==> src/rtl/stage_ex_mc.sv <==
// Execute stage: single-cycle ALU ops plus a shift-add multiplier,
// with a valid/ready result register on the output.
module stage_ex_mc #(
  parameter int DATA_WIDTH = 16,
  parameter int ID_WIDTH   = 8
) (
  input  logic                  clk_i,
  input  logic                  rst_i,
  input  logic                  in_valid_i,
  output logic                  in_ready_o,
  input  logic [3:0]            cmd_i,
  input  logic [DATA_WIDTH-1:0] a_i,
  input  logic [DATA_WIDTH-1:0] b_i,
  input  logic [ID_WIDTH-1:0]   id_i,
  output logic                  out_valid_o,
  input  logic                  out_ready_i,
  output logic [DATA_WIDTH-1:0] res_o,
  output logic                  carry_o,
  output logic                  zero_o,
  output logic [ID_WIDTH-1:0]   id_o,
  output logic                  busy_o
);

  localparam int W  = DATA_WIDTH;
  localparam int SH = $clog2(W);
  localparam logic [SH-1:0] LAST = SH'(W - 1);

  typedef enum logic [1:0] {
    IDLE,
    MUL,
    HOLD
  } state_e;

  state_e          state_q, state_d;
  logic [W-1:0]    res_q, res_d;
  logic            carry_q, carry_d;
  logic            zero_q, zero_d;
  logic [ID_WIDTH-1:0] id_q, id_d;
  logic [2*W-1:0]  acc_q, acc_d;
  logic [2*W-1:0]  mcand_q, mcand_d;
  logic [W-1:0]    mplier_q, mplier_d;
  logic [SH-1:0]   cnt_q, cnt_d;

  logic [W:0]      sum;
  logic [W:0]      diff;
  logic [SH-1:0]   shamt;
  logic [W-1:0]    alu_res;
  logic            alu_c;
  logic [2*W-1:0]  prod;
  logic            in_fire;
  logic            out_fire;

  assign sum   = {1'b0, a_i} + {1'b0, b_i};
  assign diff  = {1'b0, a_i} - {1'b0, b_i};
  assign shamt = b_i[SH-1:0];

  // One partial product per cycle, LSB of the multiplier first
  assign prod = acc_q + (mplier_q[0] ? mcand_q : '0);

  assign busy_o      = (state_q == MUL);
  assign out_valid_o = (state_q == HOLD);
  assign in_ready_o  = !busy_o && (!out_valid_o || out_ready_i);
  assign in_fire     = in_valid_i && in_ready_o;
  assign out_fire    = out_valid_o && out_ready_i;

  assign res_o   = res_q;
  assign carry_o = carry_q;
  assign zero_o  = zero_q;
  assign id_o    = id_q;

  always_comb begin
    alu_res = '0;
    alu_c   = 1'b0;
    case (cmd_i)
      4'd0: begin
        alu_res = sum[W-1:0];
        alu_c   = sum[W];
      end
      4'd1: begin
        alu_res = diff[W-1:0];
        alu_c   = diff[W];
      end
      4'd2: alu_res = a_i & b_i;
      4'd3: alu_res = a_i | b_i;
      4'd4: alu_res = a_i ^ b_i;
      4'd5: alu_res = a_i << shamt;
      4'd6: alu_res = a_i >> shamt;
      4'd7: alu_res = $signed(a_i) >>> shamt;
      default: begin
        alu_res = '0;
        alu_c   = 1'b0;
      end
    endcase
  end

  always_comb begin
    state_d  = state_q;
    res_d    = res_q;
    carry_d  = carry_q;
    zero_d   = zero_q;
    id_d     = id_q;
    acc_d    = acc_q;
    mcand_d  = mcand_q;
    mplier_d = mplier_q;
    cnt_d    = cnt_q;
    unique case (state_q)
      IDLE, HOLD: begin
        if (in_fire) begin
          id_d = id_i;
          if (cmd_i == 4'd8) begin
            state_d  = MUL;
            acc_d    = '0;
            mcand_d  = {{W{1'b0}}, a_i};
            mplier_d = b_i;
            cnt_d    = '0;
          end else begin
            state_d = HOLD;
            res_d   = alu_res;
            carry_d = alu_c;
            zero_d  = (alu_res == '0);
          end
        end else if (out_fire) begin
          state_d = IDLE;
        end
      end
      MUL: begin
        acc_d    = prod;
        mcand_d  = mcand_q << 1;
        mplier_d = mplier_q >> 1;
        cnt_d    = cnt_q + SH'(1);
        if (cnt_q == LAST) begin
          state_d = HOLD;
          res_d   = prod[W-1:0];
          carry_d = |prod[2*W-1:W];
          zero_d  = (prod[W-1:0] == '0);
        end
      end
      default: state_d = IDLE;
    endcase
  end

  always_ff @(posedge clk_i) begin
    if (rst_i) begin
      state_q  <= IDLE;
      res_q    <= '0;
      carry_q  <= 1'b0;
      zero_q   <= 1'b0;
      id_q     <= '0;
      acc_q    <= '0;
      mcand_q  <= '0;
      mplier_q <= '0;
      cnt_q    <= '0;
    end else begin
      state_q  <= state_d;
      res_q    <= res_d;
      carry_q  <= carry_d;
      zero_q   <= zero_d;
      id_q     <= id_d;
      acc_q    <= acc_d;
      mcand_q  <= mcand_d;
      mplier_q <= mplier_d;
      cnt_q    <= cnt_d;
    end
  end

endmodule

==> config.mk <==
export PLATFORM = sky130hd
export DESIGN_NAME = stage_ex_mc
export DESIGN_NICKNAME = d
export VERILOG_FILES = /design/src/rtl/stage_ex_mc.sv
export SDC_FILE = /design/constraint.sdc
export NUM_CORES = 1
export LEC_CHECK = 0
export CAP_MARGIN = 5
export CORE_MARGIN = 2
export CORE_UTILIZATION = 61
export DETAILED_ROUTE_END_ITERATION = 6
export PLACE_DENSITY_LB_ADDON = 0.12
export SYNTH_ARGS = -nofsm -noshare
export SYNTH_HDL_FRONTEND = slang
export SYNTH_SLANG_ARGS = --single-unit
export TNS_END_PERCENT = 50
==> constraint.sdc <==
create_clock -name clk_i -period 3.8 [get_ports clk_i]
set_input_delay 0.57 -clock clk_i [delete_from_list [all_inputs] [get_ports clk_i]]
set_output_delay 0.57 -clock clk_i [all_outputs]
set_load 0.005 [all_outputs]
=== Word level (Yosys, flattened, before mapping) ===
Cells that the tools add are included.

* Logic and storage cells: 84
* Bits of input ports: 48
* Output and inout port bits: 29
* Flip-flop bits (word level): 112

* Bitwise gates (word level): 3
* Add/sub/neg operators: 4
* Multiplexer cells: 32
* Reductions and logical operators: 17
* Shifts and indexed selects: 3
* Equality and inequality tests: 16

{| class="wikitable"
|+ Operators with widths
! operator !! count
|-
| $mux 32 || 5
|-
| $pmux 16 s8 || 1
|-
| $pmux 32 s2 || 2
|-
| $mux 16 || 5
|-
| $pmux 16 s2 || 2
|-
| $add 32x32->32 || 1
|-
| $logic_not 16->1 || 2
|-
| $add 16x16->17 || 1
|-
| $sub 16x16->17 || 1
|-
| $and 16x16->16 || 1
|-
| $eq 4x3->1 const B || 4
|-
| $or 16x16->16 || 1
|-
| $reduce_or 16->1 || 1
|-
| $shl 16x4->16 || 1
|-
| $shr 16x4->16 || 1
|-
| $sshr 16x4->16 || 1
|-
| $xor 16x16->16 || 1
|-
| $eq 4x2->1 const B || 2
|-
| $eq 4x4->1 const B || 2
|-
| $mux 2 || 4
|-
| $mux 4 || 2
|-
| $pmux 4 s2 || 1
|-
| $mux 1 || 6
|-
| $ne 2x2->1 const B || 3
|-
| 18 further kinds || 24
|}

=== Logic depth before layout (Yosys ltp) ===
Gate-level depths: netlist of the first run.

* Depth in word-level cells: 7
* Mapped depth: 14
* Depth with buffers taken out: 13

=== Worst setup path before layout of the first run ===
No wires, ideal clock.

* Path type: input to register
* Start point: input b_i[1]
* End point: register zero_q (netlist: zero_o)
* Stages on the path: 13
* Arrival time: 3.374 ns
* Required time: 3.730 ns
* Path buffers: 2
* Setup slack: 0.355 ns
* Library setup time: 0.070 ns
* Path through: buf_2 > buf_2 > inv_2 > ha_1 > or2_0 > a211o_1 > a211oi_1 > o41ai_1 > o31ai_1 > o211ai_1 > a22o_1 > nor4_2 > o2bb2ai_1

* Word-level cells in the longest chain between the ends: 6
* Elaborated cells on any way between the ends: 13
* Those cells by class: add/sub (2); shift (3); mux (4); bitwise (3); reduce/logical (1)

{| class="wikitable"
|+ Ends and longest elaborated chain
! element !! RTL line !! source
|-
| start: declaration || 13 || <nowiki>input logic [DATA_WIDTH-1:0] b_i,</nowiki>
|-
| $sub 16x16->17 (tied with other cells) || 54 || <nowiki>assign diff = {1'b0, a_i} - {1'b0, b_i};</nowiki>
|-
| $pmux 16 s8 * || 74 || <nowiki>case (cmd_i)</nowiki>
|-
| $logic_not 16->1 * || 120 || <nowiki>zero_d = (alu_res == '0);</nowiki>
|-
| $mux 1 * || 110 || <nowiki>if (cmd_i == 4'd8) begin</nowiki>
|-
| $mux 1 * || 108 || <nowiki>if (in_fire) begin</nowiki>
|-
| $pmux 1 s2 * || 106 || <nowiki>unique case (state_q)</nowiki>
|-
| end signal: assignment || 157 || <nowiki>zero_q <= zero_d;</nowiki>
|-
| end: declaration || 37 || <nowiki>logic zero_q, zero_d;</nowiki>
|}

Mark *: on every way between the ends. The rest lies on a longest branch, timed or not. The select of a mux whose other input is x is not followed.
A chain may end at the register's enable or synchronous reset.

=== Final worst setup path of the first run ===
* Start point: input b_i[2]
* End point: register res_q[13] (netlist: res_o[13])

* Word-level cells in the longest chain between the ends: 5
* Elaborated cells on any way between the ends: 9
* Those cells by class: add/sub (2); shift (3); mux (4)

{| class="wikitable"
|+ Ends and longest elaborated chain
! element !! RTL line !! source
|-
| $sub 16x16->17 (tied with other cells) || 54 ||
|-
| $pmux 16 s8 * || 74 ||
|-
| $mux 16 * || 110 ||
|-
| $mux 16 * || 108 ||
|-
| $pmux 16 s2 * || 106 ||
|-
| end signal: assignment || 155 || <nowiki>res_q <= res_d;</nowiki>
|-
| end: declaration || 35 || <nowiki>logic [W-1:0] res_q, res_d;</nowiki>
|}

Marked as above.

==> metrics.yaml, run 1 <==
drive_gt1_share_pct: 14.9
powerDensity_nw_per_um2: 245
critical_path_required_ns: 4.09
critical_path.slowest_cell: "o41ai_1"
worst_ep_arrival_time_ns: 3.98
fin_nets: 1664
clk_latency_ns: 0.37
cts_tree: "yes"
io_buffers: 76
ys_types: 85
end_kind: "register"
dr.pass1.iters: 5
grt_pass1_vias: 11000
synth_commonest_cells: "a21oi_1, nor2_1, nand2_1, dfxtp_1, clkbuf_1"
ys_warn_count: 0
dieArea_um2: 18400
postSynth.asyncResetShare_pct: 0
cts_buffer_depth: 2
hold_depth: 2
fin_worst_skew_ns: 0.0151
synth_area_leaders: "dfxtp_1, ha_1, a21oi_1"
clk_pin_slew_ns: 0.08
cts.sinks: 112
netlist_instances: 1397
tns_ns: 0
ant_nets: 0
finalMaxSlewViolations: 0
rrSetupSlack_ns: 0.15
p_leak_uw: 0.00512
synth_area_um2: 10600
hpwl_um: 29200
gp_congestion: 1.04
cts_made_buffers: 9
synth_top_area_share_pct: 21.2
vias: 11900
hold_buffers: 0
setup_viol_count_final: 0
via_per_inst: 6.79
cpMostUsedCell: "a211oi_1"
path_max_fanout: 5
io_pins: 77
irDropWorstVdd_mv: 0.228
fin_cells: 1759
fin_crit_sh_pct: 97.3
cap_violations: 0
cts_max_level: 3
die_h_um: 136
total_power_uw: 3120
start_util_pct: 61.9
syn_to_final_growth_pct: 20.4
fin_crit_ns: 3.70
post_dp_cell_area_um2: 12400
dominantRegCellSynth: "dfxtp_1"
final_area_um2: 12800
rsz0062_at_grt: "false"
grt_remaining_overflow: 0
post_drt_wl_per_cell_um: 21.8
post_cts_buffers: 0
drc: 0
hold_path.class: "reg -> reg"
grt_pass1_wl_um: 59000
timing.rr.start: "mplier_q[0]"
gr-usage-all-layers_pct: 40.8
synth_top_area_cell: "dfxtp_1"
min_to: "mplier_q[13]"
fmax_mhz: 270
seq_area_frac_synth_pct: 21.2
synth-seq-cells: 112
rr_worst_depth: 14
cpPeakStageDelay_ns: 0.89
startpoint_type: "primary input"
rows: 48
grt_max_degree: 61
synth_nets: 1532
hold_start: "mplier_q[13]"
chipWidth_um: 136
yosysMostFrequentCell: "a21oi_1"
hold_viol_final: 0
critPathKind: "in -> reg"
post_cts_resized: 4
synth_edf_count: 0
drt_iter0_markers: 1462
cp_cell_sequence: "clkdlybuf4s50_1 > inv_1 > ha_1 > nor2b_1 > a211o_1 > a211oi_1 > o41ai_1 > o31ai_1 > o32a_1 > o221ai_1 > a211oi_1 > nor3_1"
cts_root_buffer: "clkbuf_16"
status: "complete, no violations"
syn_avg_cell_area_um2: 7.58
antenna_found_initial: 0
wl_um: 38400
core_um2: 17100
regToRegEndpoint: "carry_o"
slew_headroom_pct: 31.3
n_antenna_cell: 0
fin_util_pct: 74.5
tightest_slew_ns: 1.02
dpl.cell_count: 1743
-- cell type report --
type / count / area [um^2]
clock inverter: 6 / 57.6
sequential: 112 / 2240
fill: 1378 / 4360
clock buffer: 10 / 239
timing repair buffer: 227 / 1920
tap: 225 / 282
inverter: 53 / 199
multi-input combinational: 1126 / 7820
-- worst max-delay path: cells and delay by family --
family | cells | cell delay [ns]
compound gates | 7 | 2.07
fa+ha+maj | 1 | 0.36
buf+inv | 2 | 0.60
simple gates | 2 | 0.39
-- report_power, final --
| group | internal (uW) | switching (uW) |
|---|---|---|
| Sequential | 1200 | 23.1 |
| Combinational | 402 | 509 |
| Clock | 481 | 506 |
-- cells in the final DEF, fill, tap and decap left out, types with 26 or more instances in the layout --
master and n:
dfxtp_1 112, nor3_1 39, clkdlybuf4s50_1 73, and2_1 39
nand3_1 59, a22oi_1 26, inv_1 50, nand2_1 128
ha_1 84, buf_4 149, a21oi_1 140, o21ai_0 49
mux2i_1 27, nor2_1 137
-- how the worst max path moves through the flow --
| stage | startpoint | end | cells after the start |
|---|---|---|---|
| 6_report | b_i[2] | res_o[13] | 12 |
| 5_1_grt | mplier_q[0] | carry_o | 14 |
| 4_1_cts | mplier_q[0] | carry_o | 14 |
| 3_5_place_dp | b_i[2] | res_o[15] | 12 |
| 3_3_place_gp | b_i[2] | zero_o | 12 |
| 2_1_floorplan | b_i[1] | zero_o | 13 |
-- sequential cells by signal (all words and copies together), names as in the netlist --
| name | flops |
|---|---|
| acc_q | 32 |
| carry_o | 1 |
| cnt_q | 4 |
| id_o | 8 |
| mcand_q | 32 |
| mplier_q | 16 |
| res_o | 16 |
| state_q | 2 |
| zero_o | 1 |
-- stage by stage --
step                      worst slack [ns]  hold WS [ns]
after floorplan                      0.355         0.436
after global routing               0.00977         0.478
after detailed placement           -0.0913         0.447
after global placement             -0.0218         0.441
final                                0.103         0.460
after CTS                           0.0248         0.458
-- cells by family after synthesis --
group,synth area share [%]
adders and majority gates,10.5
muxes,8.61
buffers and inverters,5.82
and+or+nand+nor,24.8
xor gates and xnor gates,2.07
DFF,21.2
AOI/OAI and AO/OA,27.0
-- routing by layer --
metal  vias up  share of wire (%)  track usage (%)
met5         -                  0                0
met4         0                6.5             22.5
met3       169                9.7             8.60
met2       718                 46             66.1
met1      5609                 38             50.8
li1       5447                  -                -
(Power assumes the default switching activity.)
==> run 2, diff against run 1 <==
--- a/config.mk
+++ b/config.mk
@@ -5,8 +5,9 @@
 export SDC_FILE = /design/constraint.sdc
 export NUM_CORES = 1
 export LEC_CHECK = 0
+export ABC_AREA = 1
 export CAP_MARGIN = 5
-export CORE_MARGIN = 2
+export CORE_MARGIN = 4
 export CORE_UTILIZATION = 61
 export DETAILED_ROUTE_END_ITERATION = 6
 export PLACE_DENSITY_LB_ADDON = 0.12
==> metrics.yaml, run 2 <==
min_to: "mcand_q[31]"
cap_violations: 0  # unchanged
synth_area_leaders: "nand2_1, dfxtp_1, ha_1"
hpwl_um: 31800  # +8.7%
setup_viol_count_final: 0  # unchanged
syn_to_final_growth_pct: 11.3
drc: 0  # unchanged
reg_top3: "acc_q: 32 flops, mcand_q: 32 flops"
irDropWorstVdd_mv: 0.378  # +66%
gr-usage-all-layers_pct: 38.2  # -2.7 points
rrSetupSlack_ns: 0.57  # +0.42 ns
dr.pass1.iters: 7  # +2
p_clk_share_pct: 31.8  # +0.2 points
p_int_uw: 2030  # -2.6%
timing.rr.start: "mplier_q[0]"
fmax_mhz: 288  # +6.3%
whs_ns: 0.471  # +0.0119 ns
ys_warn_count: 0  # unchanged
wl_um: 40300  # +5.0%
worst_ep_arrival_time_ns: 3.68  # -0.30 ns
final_cell_mix: "nand2_1, inv_1, nor2_1"
yosysMostFrequentCell: "nand2_1"
syn_avg_cell_area_um2: 5.66  # -25%
gp_congestion: 1.04  # about the same
setup_ws_ns: 0.322  # +0.219 ns
cpPeakStageDelay_ns: 0.68  # -0.21 ns
seq_area_frac_synth_pct: 19.9  # -1.2 points
grt_pass1_wl_um: 62100  # +5.2%
startpoint_type: "primary input"
tightest_slew_ns: 1.11  # +0.0917 ns
clk_latency_ns: 0.36  # about the same
end_kind: "register"
hold_path.class: "reg -> reg"
rows: 49  # +2.1%
p_seq_share_pct: 40.1  # +0.9 points
dominantRegCellSynth: "dfxtp_1"
rr_worst_depth: 19  # +5
cts_tree: "yes"
vias: 13200  # +11%
finalMaxSlewViolations: 0  # unchanged
drive_gt1_share_pct: 5.18  # -9.7 points
p_sw_uw: 1040  # +0.61%
path_max_fanout: 8  # +3
critical_path.slowest_cell: "clkdlybuf4s50_1"
critical_path_required_ns: 4.00  # -0.09 ns
core_um2: 18000  # +5.3%
slew_headroom_pct: 26.0  # -5.3 points
chipWidth_um: 144  # +5.9%
p_leak_uw: 0.00651  # +27%
fin_crit_sh_pct: 91.5  # -5.8 points
synth_top_area_share_pct: 24.0  # +2.9 points
die_h_um: 144  # +5.9%
cts_max_level: 3  # unchanged
hold_start: "mcand_q[31]"
antenna_found_initial: 1  # +1
grt_max_degree: 72  # +18%
grt_remaining_overflow: 0  # unchanged
status: "complete, no violations"
io_pins: 77  # unchanged
hold_buffers: 0  # unchanged
synth_area_um2: 11200  # +6.2%
cts_buffer_depth: 2  # unchanged
hold_viol_final: 0  # unchanged
powerDensity_nw_per_um2: 246  # +0.28%
synth_nets: 2124  # +39%
via_per_inst: 5.80  # -15%
n_antenna_cell: 0  # unchanged
synth_commonest_cells: "nand2_1, inv_1, nor2_1, nand3_1, a21oi_1"
cp_cell_sequence: "clkdlybuf4s50_1 > inv_1 > ha_1 > inv_1 > a21oi_1 > nor2_1 > nor2_1 > nand2_1 > nand2_1 > nand2_1 > nor2_1 > nor3b_1 > o21ai_0 > a31oi_1"
fin_nets: 2177  # +31%
hold_depth: 2  # unchanged
ys_types: 46  # -46%
synth-seq-cells: 112  # unchanged
p_comb_share_pct: 28.0  # -1.2 points
fin_worst_skew_ns: 0.00982  # -0.00532 ns
regToRegEndpoint: "carry_o"
rsz0062_at_grt: "false"
drt_iter0_markers: 1943  # +33%
post-place-ws_ns: 0.138  # +0.229 ns
ant_nets: 0  # unchanged
synth_top_area_cell: "nand2_1"
cts.sinks: 112  # unchanged
final_common_cell: "nand2_1"
dieArea_um2: 20700  # +12%
swShare_pct: 34.0  # +0.73 points
critPathKind: "in -> reg"
fin_crit_ns: 3.48  # -0.219 ns
cts_made_buffers: 9  # unchanged
postSynth.asyncResetShare_pct: 0  # unchanged
clk_pin_slew_ns: 0.08  # about the same
grt_pass1_vias: 11900  # +8.4%
post_drt_wl_per_cell_um: 17.7  # -19%
post_cts_resized: 0  # -4
cts_root_buffer: "clkbuf_16"
post_cts_buffers: 0  # unchanged
synth_edf_count: 0  # unchanged
start_util_pct: 62.4  # +0.53 points
tns_ns: 0  # unchanged
netlist_instances: 1989  # +42%
io_buffers: 76  # unchanged
## run 2: power groups by stage
stage	combinational [uW]	sequential, uW	clock (uW)
floorplan	506	1260	0
global placement	823	1260	0
detailed placement	830	1260	0
CTS	835	1230	976
global route	934	1240	1020
finish	862	1230	979
## run 2: critical path, delay by kind of cell
family	cells	cell delay [ns]
compound gates	3	0.81
fa+ha+maj	1	0.50
simple gates	7	0.69
buf+inv	3	1.10
## run 2: cells by family (layout without fill, tap and decap cells)
group | Yosys count | after routing | synth area share (%)
adder cells (fa/ha/maj) | 87 | 87 | 9.88
XOR/XNOR | 18 | 18 | 1.40
AND/OR/NAND/NOR | 1151 | 1151 | 42.7
AO/OA/AOI/OAI | 262 | 262 | 13.1
flip-flops | 112 | 112 | 19.9
buffers and inverters | 359 | 416 | 13.0
## run 2: worst max path at each step
stage,from,slack [ns],cells past startpoint,endpoint
after floorplan,b_i[2],1.21,19,zero_o
after global placement,a_i[4],0.13,14,res_o[11]
after detailed placement,a_i[4],0.14,14,res_o[11]
after CTS,a_i[4],0.52,14,res_o[11]
after global routing,a_i[4],0.18,14,res_o[11]
final,a_i[4],0.32,14,res_o[11]
## run 2: metrics by stage
step | utilization, % | power (uW) | cells | area, um^2
2_1_floorplan | - | 1760 | 1989 | 11200
3_3_place_gp | 67.8 | 2080 | 2260 | 12200
3_5_place_dp | 67.8 | 2090 | 2260 | 12200
4_1_cts | 69.5 | 3040 | 2275 | 12500
5_1_grt | 69.5 | 3190 | 2275 | 12500
6_report | 69.5 | 3070 | 2275 | 12500
## run 2: cell type report
type / instances / area (um^2)
multi-input cells: 1518 / 7560
fillers: 1706 / 5500
flip-flops and latches: 112 / 2240
inverters: 284 / 1070
repair buffers: 117 / 1060
well taps: 229 / 287
clock buffers: 10 / 229
clock inverters: 5 / 65.1
## run 2: routing by layer
layer,vias up,track usage [%],part of all wire (%)
met4,2,15.3,4.1
met5,-,0,0.032
li1,6413,-,-
met3,117,8.15,11
met1,5946,52.9,42
met2,721,57.8,42
==> run 3, diff against run 2 <==
==> constraint.sdc (replaced) <==
create_clock -name clk_i -period 3.8 [get_ports clk_i]
set_input_delay 0.57 -clock clk_i [delete_from_list [all_inputs] [get_ports clk_i]]
set_output_delay 0.57 -clock clk_i [all_outputs]
set_load 0.1 [all_outputs]
==> metrics.yaml, run 3 (synthesis gave the netlist of run 2 again) <==
p_leak_uw: 0.00651  # about the same
fmax_mhz: 301  # +4.5%
regArea_um2: 2240  # unchanged
cp-startpoint: "a_i[5]"
hpwl_um: 31100  # -2.0%
core_um2: 18000  # unchanged
rows: 49  # unchanged
hold_path.class: "reg -> reg"
rsz0062_at_grt: "false"
final_common_cell: "nand2_1"
multiInputGateArea_um2: 7560  # unchanged
vias: 13100  # -0.51%
cts_tree: "yes"
io_pins: 77  # unchanged
status: "complete, no violations"
grt_pass1_wl_um: 61600  # -0.68%
die_h_um: 144  # unchanged
fin_nets: 2176  # -0.046%
path_max_fanout: 8  # unchanged
cts_made_buffers: 9  # unchanged
slew_headroom_pct: 30.7  # +4.7 points
fin_crit_ns: 3.33  # -0.151 ns
post_dp_cell_area_um2: 12200  # -0.10%
dr.pass1.iters: 6  # -1
final_area_um2: 12500  # about the same
io_buffers: 76  # unchanged
cts.sinks: 112  # unchanged
ant_nets: 0  # unchanged
hold_start: "mcand_q[31]"
drc: 0  # unchanged
post_cts_buffers: 0  # unchanged
grt_max_degree: 72  # unchanged
cts_max_level: 3  # unchanged
end_kind: "register"
critical_path_required_ns: 4.10  # +0.10 ns
gr-usage-all-layers_pct: 37.9  # -0.27 points
clk_pin_slew_ns: 0.09  # about the same
critPathKind: "in -> reg"
worst_ep_arrival_time_ns: 3.63  # -0.05 ns
startpoint_type: "primary input"
fin_util_pct: 69.5  # about the same
drive_gt1_share_pct: 5.33  # +0.15 points
wl_um: 39600  # -1.8%
powerDensity_nw_per_um2: 264  # +7.3%
reg_top3: "acc_q: 32 flops, mcand_q: 32 flops"
n_fill_cell: 1699  # -0.41%
chipWidth_um: 144  # unchanged
syn_to_final_growth_pct: 11.4  # about the same
fin_cells: 2275  # unchanged
start_util_pct: 62.4  # unchanged
post_drt_wl_per_cell_um: 17.4  # -1.8%
fin_crit_sh_pct: 87.6  # -4.0 points
timing.rr.start: "mplier_q[0]"
grt_pass1_vias: 11700  # -1.9%
cts_buffer_depth: 2  # unchanged
hold_viol_final: 0  # unchanged
tns_ns: 0  # unchanged
fin_worst_skew_ns: 0.0164  # +0.00661 ns
irDropWorstVdd_mv: 0.317  # -16%
final_cell_mix: "nand2_1, inv_1, nor2_1"
tightest_slew_ns: 1.04  # -0.0730 ns
whs_ns: 0.471  # unchanged
finalMaxSlewViolations: 0  # unchanged
dpl.cell_count: 2259  # -0.044%
cap_violations: 0  # unchanged
n_antenna_cell: 0  # unchanged
dieArea_um2: 20700  # unchanged
hold_buffers: 0  # unchanged
gp_congestion: 1.13  # +8.8%
antenna_found_initial: 1  # unchanged
post_cts_resized: 0  # unchanged
drt_iter0_markers: 1543  # -21%
cts_root_buffer: "clkbuf_16"
clk_latency_ns: 0.37  # about the same
grt_remaining_overflow: 0  # unchanged
setup_viol_count_final: 0  # unchanged
via_per_inst: 5.77  # -0.51%
==> run 3: worst paths after layout <==
path | end | slack (ns) | depth (start not counted)
max | zero_o | 0.47 | 17
min | mcand_q[31] | 0.47 | 2
max reg2reg | carry_o | 0.72 | 17
min reg2reg | mcand_q[31] | 0.47 | 2
==> run 3: cell type report <==
cell class,instances,share of cell area (%)
inverters,284,8.55
well taps,229,2.29
clock buffers,9,1.80
flip-flops and latches,112,17.9
multi-input cells,1518,60.4
repair buffers,116,8.39
clock inverters,7,0.729
==> run 3: through the flow <==
step	power (uW)	setup slack (ns)
2_1_floorplan	1960	0.828
3_3_place_gp	2280	0.205
3_5_place_dp	2290	0.183
4_1_cts	3280	0.556
5_1_grt	3450	0.0799
6_report	3300	0.473
==> run 3: critical path, cell delays in order <==
cell	delay (ns)
clkdlybuf4s50_1	0.79
inv_1	0.10
ha_1	0.46
inv_1	0.16
a21oi_1	0.29
nand3_1	0.25
nor2_1	0.14
nor2_1	0.05
nand2_1	0.06
nand3_1	0.14
nor2_1	0.13
nand2_1	0.08
nor2_1	0.09
nand2_1	0.06
nor2_1	0.08
nand2_1	0.07
a21oi_2	0.10
==> run 3: power breakdown <==
group          switching [uW]  total (uW)  internal [uW]
clock                     530        1010            480
combinational             755        1060            305
sequential               25.2        1230           1210
total                    1310        3300           1990
==> run 3: routing by layer <==
layer	GRT usage, %	routed length (um)	part of all wire (%)	up-vias
met5	0	13	0.033	-
met1	50.7	16400	41	5909
met2	59.6	16900	43	714
met4	13.3	1600	4.0	2
li1	-	-	-	6397
met3	9.25	4690	12	110
